### config.mk
export PLATFORM = sky130hd
export DESIGN_NAME = alu_arbiter_flat
export DESIGN_NICKNAME = d
export VERILOG_FILES = /design/src/rtl/alu_pkg.sv /design/src/rtl/alu_arbiter_if.sv /design/src/rtl/rr_arb2.sv /design/src/rtl/alu_arbiter.sv /design/src/flat_wrapper.sv
export SDC_FILE = /design/constraint.sdc
export NUM_CORES = 1
export LEC_CHECK = 0
export CAP_MARGIN = 20
export CORE_AREA = 2 2 121 123
export CTS_BUF_LIST = sky130_fd_sc_hd__clkbuf_16
export DETAILED_ROUTE_END_ITERATION = 16
export DIE_AREA = 0 0 123 125
export GPL_TIMING_DRIVEN = 0
export PLACE_DENSITY = 0.87
export SYNTH_ARGS = -nofsm -noshare
export SYNTH_HDL_FRONTEND = slang
export SYNTH_SLANG_ARGS = --single-unit
export TNS_END_PERCENT = 100
### constraint.sdc
create_clock -name clk -period 2.95 [get_ports clk]
set_input_delay 0.4425 -clock clk [delete_from_list [all_inputs] [get_ports clk]]
set_output_delay 0.4425 -clock clk [all_outputs]
set_load 0.02 [all_outputs]
### src/rtl/alu_pkg.sv
// Shared constants for the ALU arbiter: ALU op codes and FSM state encodings.
package alu_pkg;

  localparam logic [4:0] ALU_ADD   = 5'b00001;
  localparam logic [4:0] ALU_NEG   = 5'b00010;
  localparam logic [4:0] ALU_SUB   = 5'b00011;
  localparam logic [4:0] ALU_MUL   = 5'b00100;
  localparam logic [4:0] ALU_DIV   = 5'b01000;
  localparam logic [4:0] ALU_REM   = 5'b01001;
  localparam logic [4:0] ALU_AND   = 5'b01010;
  localparam logic [4:0] ALU_OR    = 5'b01100;
  localparam logic [4:0] ALU_PASSB = 5'b11000;

  localparam logic [1:0] S_IDLE  = 2'd0;
  localparam logic [1:0] S_ISSUE = 2'd1;
  localparam logic [1:0] S_WAIT  = 2'd2;
  localparam logic [1:0] S_RESP  = 2'd3;

endpackage

### src/rtl/alu_arbiter_if.sv
// Request/response channels of both requesters plus the ALU-side handshake.
interface alu_arbiter_if #(
  parameter int WIDTH = 32,
  parameter int OPW   = 5
);
  logic [1:0]         req_valid;
  logic [1:0]         req_ready;
  logic [2*OPW-1:0]   req_op;
  logic [2*WIDTH-1:0] req_a;
  logic [2*WIDTH-1:0] req_b;
  logic [1:0]         resp_valid;
  logic [1:0]         resp_ready;
  logic [WIDTH-1:0]   resp_data;
  logic               resp_err;
  logic               alu_en;
  logic [OPW-1:0]     alu_op;
  logic [WIDTH-1:0]   alu_a;
  logic [WIDTH-1:0]   alu_b;
  logic [WIDTH-1:0]   alu_data_out;
  logic               alu_valid;

  modport slave (
    input  req_valid, req_op, req_a, req_b, resp_ready, alu_data_out, alu_valid,
    output req_ready, resp_valid, resp_data, resp_err, alu_en, alu_op, alu_a, alu_b
  );

  modport master (
    output req_valid, req_op, req_a, req_b, resp_ready, alu_data_out, alu_valid,
    input  req_ready, resp_valid, resp_data, resp_err, alu_en, alu_op, alu_a, alu_b
  );
endinterface

### src/rtl/rr_arb2.sv
// Two-way round-robin arbiter: a lone requester wins; on contention the one not granted last wins.
module rr_arb2 (
  input  logic [1:0] req,
  input  logic       last,
  output logic [1:0] grant
);

  assign grant[0] = req[0] & (~req[1] | last);
  assign grant[1] = req[1] & (~req[0] | ~last);

endmodule

### src/rtl/alu_arbiter.sv
// Shares one registered ALU between execute (port 0) and address generation (port 1),
// one operation in flight, result returned on a per-requester valid/ready channel.
module alu_arbiter
  import alu_pkg::*;
#(
  parameter int WIDTH   = 32,
  parameter int OPW     = 5,
  parameter int TIMEOUT = 8
) (
  input logic          clk,
  input logic          rst,
  alu_arbiter_if.slave bus
);

  localparam int CW = $clog2(TIMEOUT + 1);

  logic [1:0]       r_state;
  logic             r_last;
  logic             r_owner;
  logic [OPW-1:0]   r_op;
  logic [WIDTH-1:0] r_a;
  logic [WIDTH-1:0] r_b;
  logic [WIDTH-1:0] r_data;
  logic             r_err;
  logic [CW-1:0]    r_cnt;

  logic [1:0]       w_grant;
  logic             w_accept;
  logic             w_sel;
  logic             w_div0;
  logic [OPW-1:0]   w_op;
  logic [WIDTH-1:0] w_a;
  logic [WIDTH-1:0] w_b;

  rr_arb2 u_arb (
    .req   (bus.req_valid),
    .last  (r_last),
    .grant (w_grant)
  );

  assign w_accept = (r_state == S_IDLE) && (w_grant != 2'b00);
  assign w_sel    = w_grant[1];
  assign w_op     = w_sel ? bus.req_op[2*OPW-1:OPW]     : bus.req_op[OPW-1:0];
  assign w_a      = w_sel ? bus.req_a[2*WIDTH-1:WIDTH]  : bus.req_a[WIDTH-1:0];
  assign w_b      = w_sel ? bus.req_b[2*WIDTH-1:WIDTH]  : bus.req_b[WIDTH-1:0];

  // Divide/remainder by zero never reaches the ALU; answer straight from IDLE.
  assign w_div0 = ((w_op == OPW'(ALU_DIV)) || (w_op == OPW'(ALU_REM))) && (w_b == '0);

  always_ff @(posedge clk) begin
    if (rst) begin
      r_state <= S_IDLE;
      r_last  <= 1'b1;
      r_owner <= 1'b0;
      r_op    <= '0;
      r_a     <= '0;
      r_b     <= '0;
      r_data  <= '0;
      r_err   <= 1'b0;
      r_cnt   <= '0;
    end else begin
      case (r_state)
        S_IDLE: begin
          if (w_accept) begin
            r_op    <= w_op;
            r_a     <= w_a;
            r_b     <= w_b;
            r_owner <= w_sel;
            r_last  <= w_sel;
            if (w_div0) begin
              r_data  <= '1;
              r_err   <= 1'b1;
              r_state <= S_RESP;
            end else begin
              r_state <= S_ISSUE;
            end
          end
        end
        S_ISSUE: begin
          r_cnt   <= '0;
          r_state <= S_WAIT;
        end
        S_WAIT: begin
          if (bus.alu_valid) begin
            r_data  <= bus.alu_data_out;
            r_err   <= 1'b0;
            r_state <= S_RESP;
          end else if (r_cnt == CW'(TIMEOUT - 1)) begin
            r_data  <= '0;
            r_err   <= 1'b1;
            r_state <= S_RESP;
          end else begin
            r_cnt <= r_cnt + CW'(1);
          end
        end
        S_RESP: begin
          if (bus.resp_ready[r_owner]) r_state <= S_IDLE;
        end
        default: r_state <= S_IDLE;
      endcase
    end
  end

  assign bus.req_ready  = (r_state == S_IDLE) ? w_grant : 2'b00;
  assign bus.resp_valid = (r_state == S_RESP) ? (r_owner ? 2'b10 : 2'b01) : 2'b00;
  assign bus.resp_data  = r_data;
  assign bus.resp_err   = r_err;
  assign bus.alu_en     = (r_state == S_ISSUE);
  assign bus.alu_op     = r_op;
  assign bus.alu_a      = r_a;
  assign bus.alu_b      = r_b;

  a_req_ready_onehot: assert property (@(posedge clk) disable iff (rst) $onehot0(bus.req_ready));
  a_resp_valid_onehot: assert property (@(posedge clk) disable iff (rst) $onehot0(bus.resp_valid));

endmodule

### src/flat_wrapper.sv
// flat-port wrapper written by rule: the top's interface ports become plain ports
module alu_arbiter_flat import alu_pkg::*;
#(
  parameter int WIDTH   = 32,
  parameter int OPW     = 5,
  parameter int TIMEOUT = 8
)
  (clk, rst, bus_req_valid, bus_req_op, bus_req_a, bus_req_b, bus_resp_ready, bus_alu_data_out, bus_alu_valid, bus_req_ready, bus_resp_valid, bus_resp_data, bus_resp_err, bus_alu_en, bus_alu_op, bus_alu_a, bus_alu_b);
  alu_arbiter_if #(.WIDTH(WIDTH), .OPW(OPW)) bus_i ();
  input logic clk;
  input logic rst;
  input wire logic [$bits(bus_i.req_valid)-1:0] bus_req_valid;
  input wire logic [$bits(bus_i.req_op)-1:0] bus_req_op;
  input wire logic [$bits(bus_i.req_a)-1:0] bus_req_a;
  input wire logic [$bits(bus_i.req_b)-1:0] bus_req_b;
  input wire logic [$bits(bus_i.resp_ready)-1:0] bus_resp_ready;
  input wire logic [$bits(bus_i.alu_data_out)-1:0] bus_alu_data_out;
  input wire logic [$bits(bus_i.alu_valid)-1:0] bus_alu_valid;
  output wire logic [$bits(bus_i.req_ready)-1:0] bus_req_ready;
  output wire logic [$bits(bus_i.resp_valid)-1:0] bus_resp_valid;
  output wire logic [$bits(bus_i.resp_data)-1:0] bus_resp_data;
  output wire logic [$bits(bus_i.resp_err)-1:0] bus_resp_err;
  output wire logic [$bits(bus_i.alu_en)-1:0] bus_alu_en;
  output wire logic [$bits(bus_i.alu_op)-1:0] bus_alu_op;
  output wire logic [$bits(bus_i.alu_a)-1:0] bus_alu_a;
  output wire logic [$bits(bus_i.alu_b)-1:0] bus_alu_b;
  assign bus_i.req_valid = bus_req_valid;
  assign bus_i.req_op = bus_req_op;
  assign bus_i.req_a = bus_req_a;
  assign bus_i.req_b = bus_req_b;
  assign bus_i.resp_ready = bus_resp_ready;
  assign bus_i.alu_data_out = bus_alu_data_out;
  assign bus_i.alu_valid = bus_alu_valid;
  assign bus_req_ready = bus_i.req_ready;
  assign bus_resp_valid = bus_i.resp_valid;
  assign bus_resp_data = bus_i.resp_data;
  assign bus_resp_err = bus_i.resp_err;
  assign bus_alu_en = bus_i.alu_en;
  assign bus_alu_op = bus_i.alu_op;
  assign bus_alu_a = bus_i.alu_a;
  assign bus_alu_b = bus_i.alu_b;
  alu_arbiter #(.WIDTH(WIDTH), .OPW(OPW), .TIMEOUT(TIMEOUT)) u_core (.clk(clk), .rst(rst), .bus(bus_i));
endmodule
==> summary.md <==
| Metric | Value |
|---|---|
| Outcome | complete, no violations |
| Mean Syn Cell Area | 8.37 sq um |
| Final setup violation count | 0 |
| Clk sinks | 110 |
| GRT overflow | 0 |
| Fmax | 370 MHz |
| FILL cells | 1,190 |
| Vias per inst | 5.68 |
| Sw Pwr | 2.90 mW |
| Pleak | 3.25 nW |
| Initial core utilization | 41.4% |
| Synth top area share | 37.4% |
| N_diodes | 0 |
| Post-route ant nets | 0 |
| Worst Max-Slew Pin Slew | 0.684 ns |
| Clk_skew | 0.00852 ns |
| Register area | 2200 sq um |
| Overall power | 6.96 mW |
| PD cells | 755 nW/um^2 |
| Endpoints failing hold | 0 |
| Final nets | 1,178 |
| Ys Warns | 0 |
| Unrepaired setup endpoints after global routing | no |
| CTS tree | built |
| Internal | 4.06 mW |
| Cell area after synthesis | 5890 sq um |
| Number of synthesized register bits | 110 |
| Min Clock Period, post-route | 2.70 ns |
| Max-cap violations | 0 |
| First-pass GRT wire length | 33,200 um |
| Vias in the first global route | 6,308 |
| Critical Path AT | 2.26 ns |
| Setup total negative slack | 0 ns |
| Setup crit end kind | output port |
| Horiz. Die Dim | 123 um |
| CTS HTree Levels | 3 |
| Pre-CTS setup slack | -0.221 ns |
| Syn Nets | 885 |
| Critical path required time | 2.51 ns |
| Wirelength per Cell | 18.2 um |
| Hold depth | 2 |
| Clock Tree Buf Depth | 2 |
| Final WS setup | 0.251 ns |
| DRC | 0 |
| Initial antenna violation count | 0 |
| Hold Path Class | reg2reg |
| Clock Latency Late Sink | 0.35 ns |
| CTS clk-pin slew, worst paths | 0.07 ns |
| HPWL Detailed | 16,500 um |
| Detailed-route via count | 6,733 |
| CP max FO | 10 |
| Core area | 14,200 sq um |
| Area growth from synthesis to layout | 56.5% |
| R2R Setup Slk | 0.41 ns |
| Post-CTS Setup Bufs | 0 |
| Clock share of power | 16.2% |
| Synth top area cells | dfxtp_1, mux2i_1, a211oi_1 |
| Net switching fraction of the power | 41.7% |
| Total Wirelength | 21,600 um |
| Synth cell types | 37 |
| Worst hold margin | 0.498 ns |
| Post-CTS Resized | 3 |
| CP startpoint kind | primary input |
| Root Driver | clkbuf_16 |
| Peak supply drop | 0.417 mV |
| Multi-input gate area | 3330 sq um |
| Synthesized instance count | 703 |
| CTS buffer count | 9 |
| Largest net degree at the start of global routing | 18 |
| Share of post-route cells with drive strength above 1 | 4.70% |
| Post-synthesis sequential area ratio | 37.4% |
| TritonRoute pass-1 iters | 5 |
| Top-Level Pins | 284 |
| Max-slew headroom | 53.8% |
| Flop pwr share | 31.5% |
| Initial drt markers | 496 |
| Final Max Tran Viols | 0 |
| Reg2Reg Depth | 9 |
| GP Congestion | 0.936 |
| GR Util All Layers | 27.0% |
| Crit path kind | in2out |
| IO Port Bufs | 282 |
| Die Y | 125 um |
| Combinational power share | 52.3% |
| CTS Hold Bufs | 0 |
| Die area | 15,400 sq um |
| Area leader, netlist | dfxtp_1 |
| Final worst path period share | 91.5% |
| Row cnt | 44 |
flip-flops by register name (all words and copies together), names as in the netlist:
name / count
u_core.r_owner: 1
u_core.bus.alu_a: 32
u_core.r_state: 2
u_core.bus.resp_err: 1
u_core.bus.resp_data: 32
u_core.r_cnt: 4
u_core.r_last: 1
u_core.bus.alu_op: 5
u_core.bus.alu_b: 32
layout make-up:
cell class,count,share of cell area [%]
Buffer,75,3.56
Clock buffer,9,2.44
Clock inverter,7,0.462
Inverter,8,0.326
Multi-Input combinational cell,510,36.2
Sequential cell,110,23.9
Tap cell,184,2.50
Timing Repair Buffer,282,30.6
metrics by stage:
step	cell area, sq um	utilization [%]	instances
after floorplan	5890	-	703
after global placement	8940	62.9	1169
after detailed placement	8940	62.9	1169
after CTS	9210	64.9	1185
after global routing	9210	64.9	1185
final	9210	64.9	1185
Yosys cell counts:
library cell,count
a211o_1,1
a211oi_1,70
a21boi_1,1
a21oi_1,39
a221oi_1,1
a31oi_1,33
and2_1,1
buf_1,3
buf_2,24
buf_4,3
clkbuf_1,45
clkinv_1,1
dfxtp_1,110
ha_1,5
inv_1,7
mux2i_1,71
nand2_1,70
nand2b_1,2
nand3_1,2
nand4_1,2
nand4b_1,2
nor2_1,75
nor2b_1,4
nor3_1,35
nor4_1,10
nor4_4,4
nor4b_1,2
o211ai_1,32
o21a_1,1
o21ai_0,2
o21ai_1,2
o221ai_1,34
o22a_2,1
o311ai_0,1
or2_2,1
or4_1,4
xnor2_1,2
cells in the final DEF (no fill, tap or decap), types with 3 or more instances in the layout:
cell               n
a31oi_1           33
buf_2             22
clkbuf_16          9
a21oi_1           39
nor3_1            35
clkbuf_1          45
o211ai_1          32
a211oi_1          70
ha_1               5
nor2_1            75
or4_1              4
buf_4              5
buf_1              3
nand2_1           70
dfxtp_1          110
nor4_1            10
nor2b_1            4
inv_1              9
o221ai_1          34
clkdlybuf4s50_1  281
nor4_4             4
mux2i_1           71
power groups by stage:
stage	Combinational [mW]	Clock (mW)	Sequential (mW)
floorplan	1.48	0	2.72
global placement	3.56	0	2.21
detailed placement	3.62	0	2.22
CTS	3.63	1.15	2.19
global route	3.91	1.23	2.25
finish	3.64	1.13	2.19
worst max-delay path: stages:
cell and delay (ns):
clkdlybuf4s50_1 0.53, a21boi_1 0.27, buf_4 0.23, buf_4 0.25, nand2_1 0.10, inv_1 0.07, dlygate4sd2_1 0.36
final timing paths:
| check | from | endpoint |
|---|---|---|
| max | bus_req_valid[1] | bus_req_ready[1] |
| min | u_core.bus.alu_a[16]$_SDFFE_PP0P_ | u_core.bus.alu_a[16]$_SDFFE_PP0P_ |
| max reg2reg | u_core.r_state[1]$_SDFFE_PP0P_ | u_core.bus.alu_b[5]$_SDFFE_PP0P_ |
| min reg2reg | u_core.bus.alu_a[16]$_SDFFE_PP0P_ | u_core.bus.alu_a[16]$_SDFFE_PP0P_ |
cells by family (layout without fill, tap and decap cells):
group                      count (synthesis)  after routing  share of synthesized area, %
AOI/OAI and AO/OA                        218            218                          26.1
xor gates and xnor gates                   2              2                         0.298
adders and majority gates                  5              5                          1.06
buffers and inverters                     83            381                          5.99
DFF                                      110            110                          37.4
muxes                                     71             71                          12.1
and+or+nand+nor                          214            214                          17.1
per-layer routing:
metal | vias to the layer above | part of all wire, % | GRT usage, %
met5 | - | 0 | 0
met4 | 0 | 2.8 | 9.76
met3 | 41 | 8.7 | 4.97
met2 | 328 | 47 | 45.3
met1 | 3127 | 41 | 34.4
li1 | 3237 | - | -
Power figures use the tool's default switching activity.
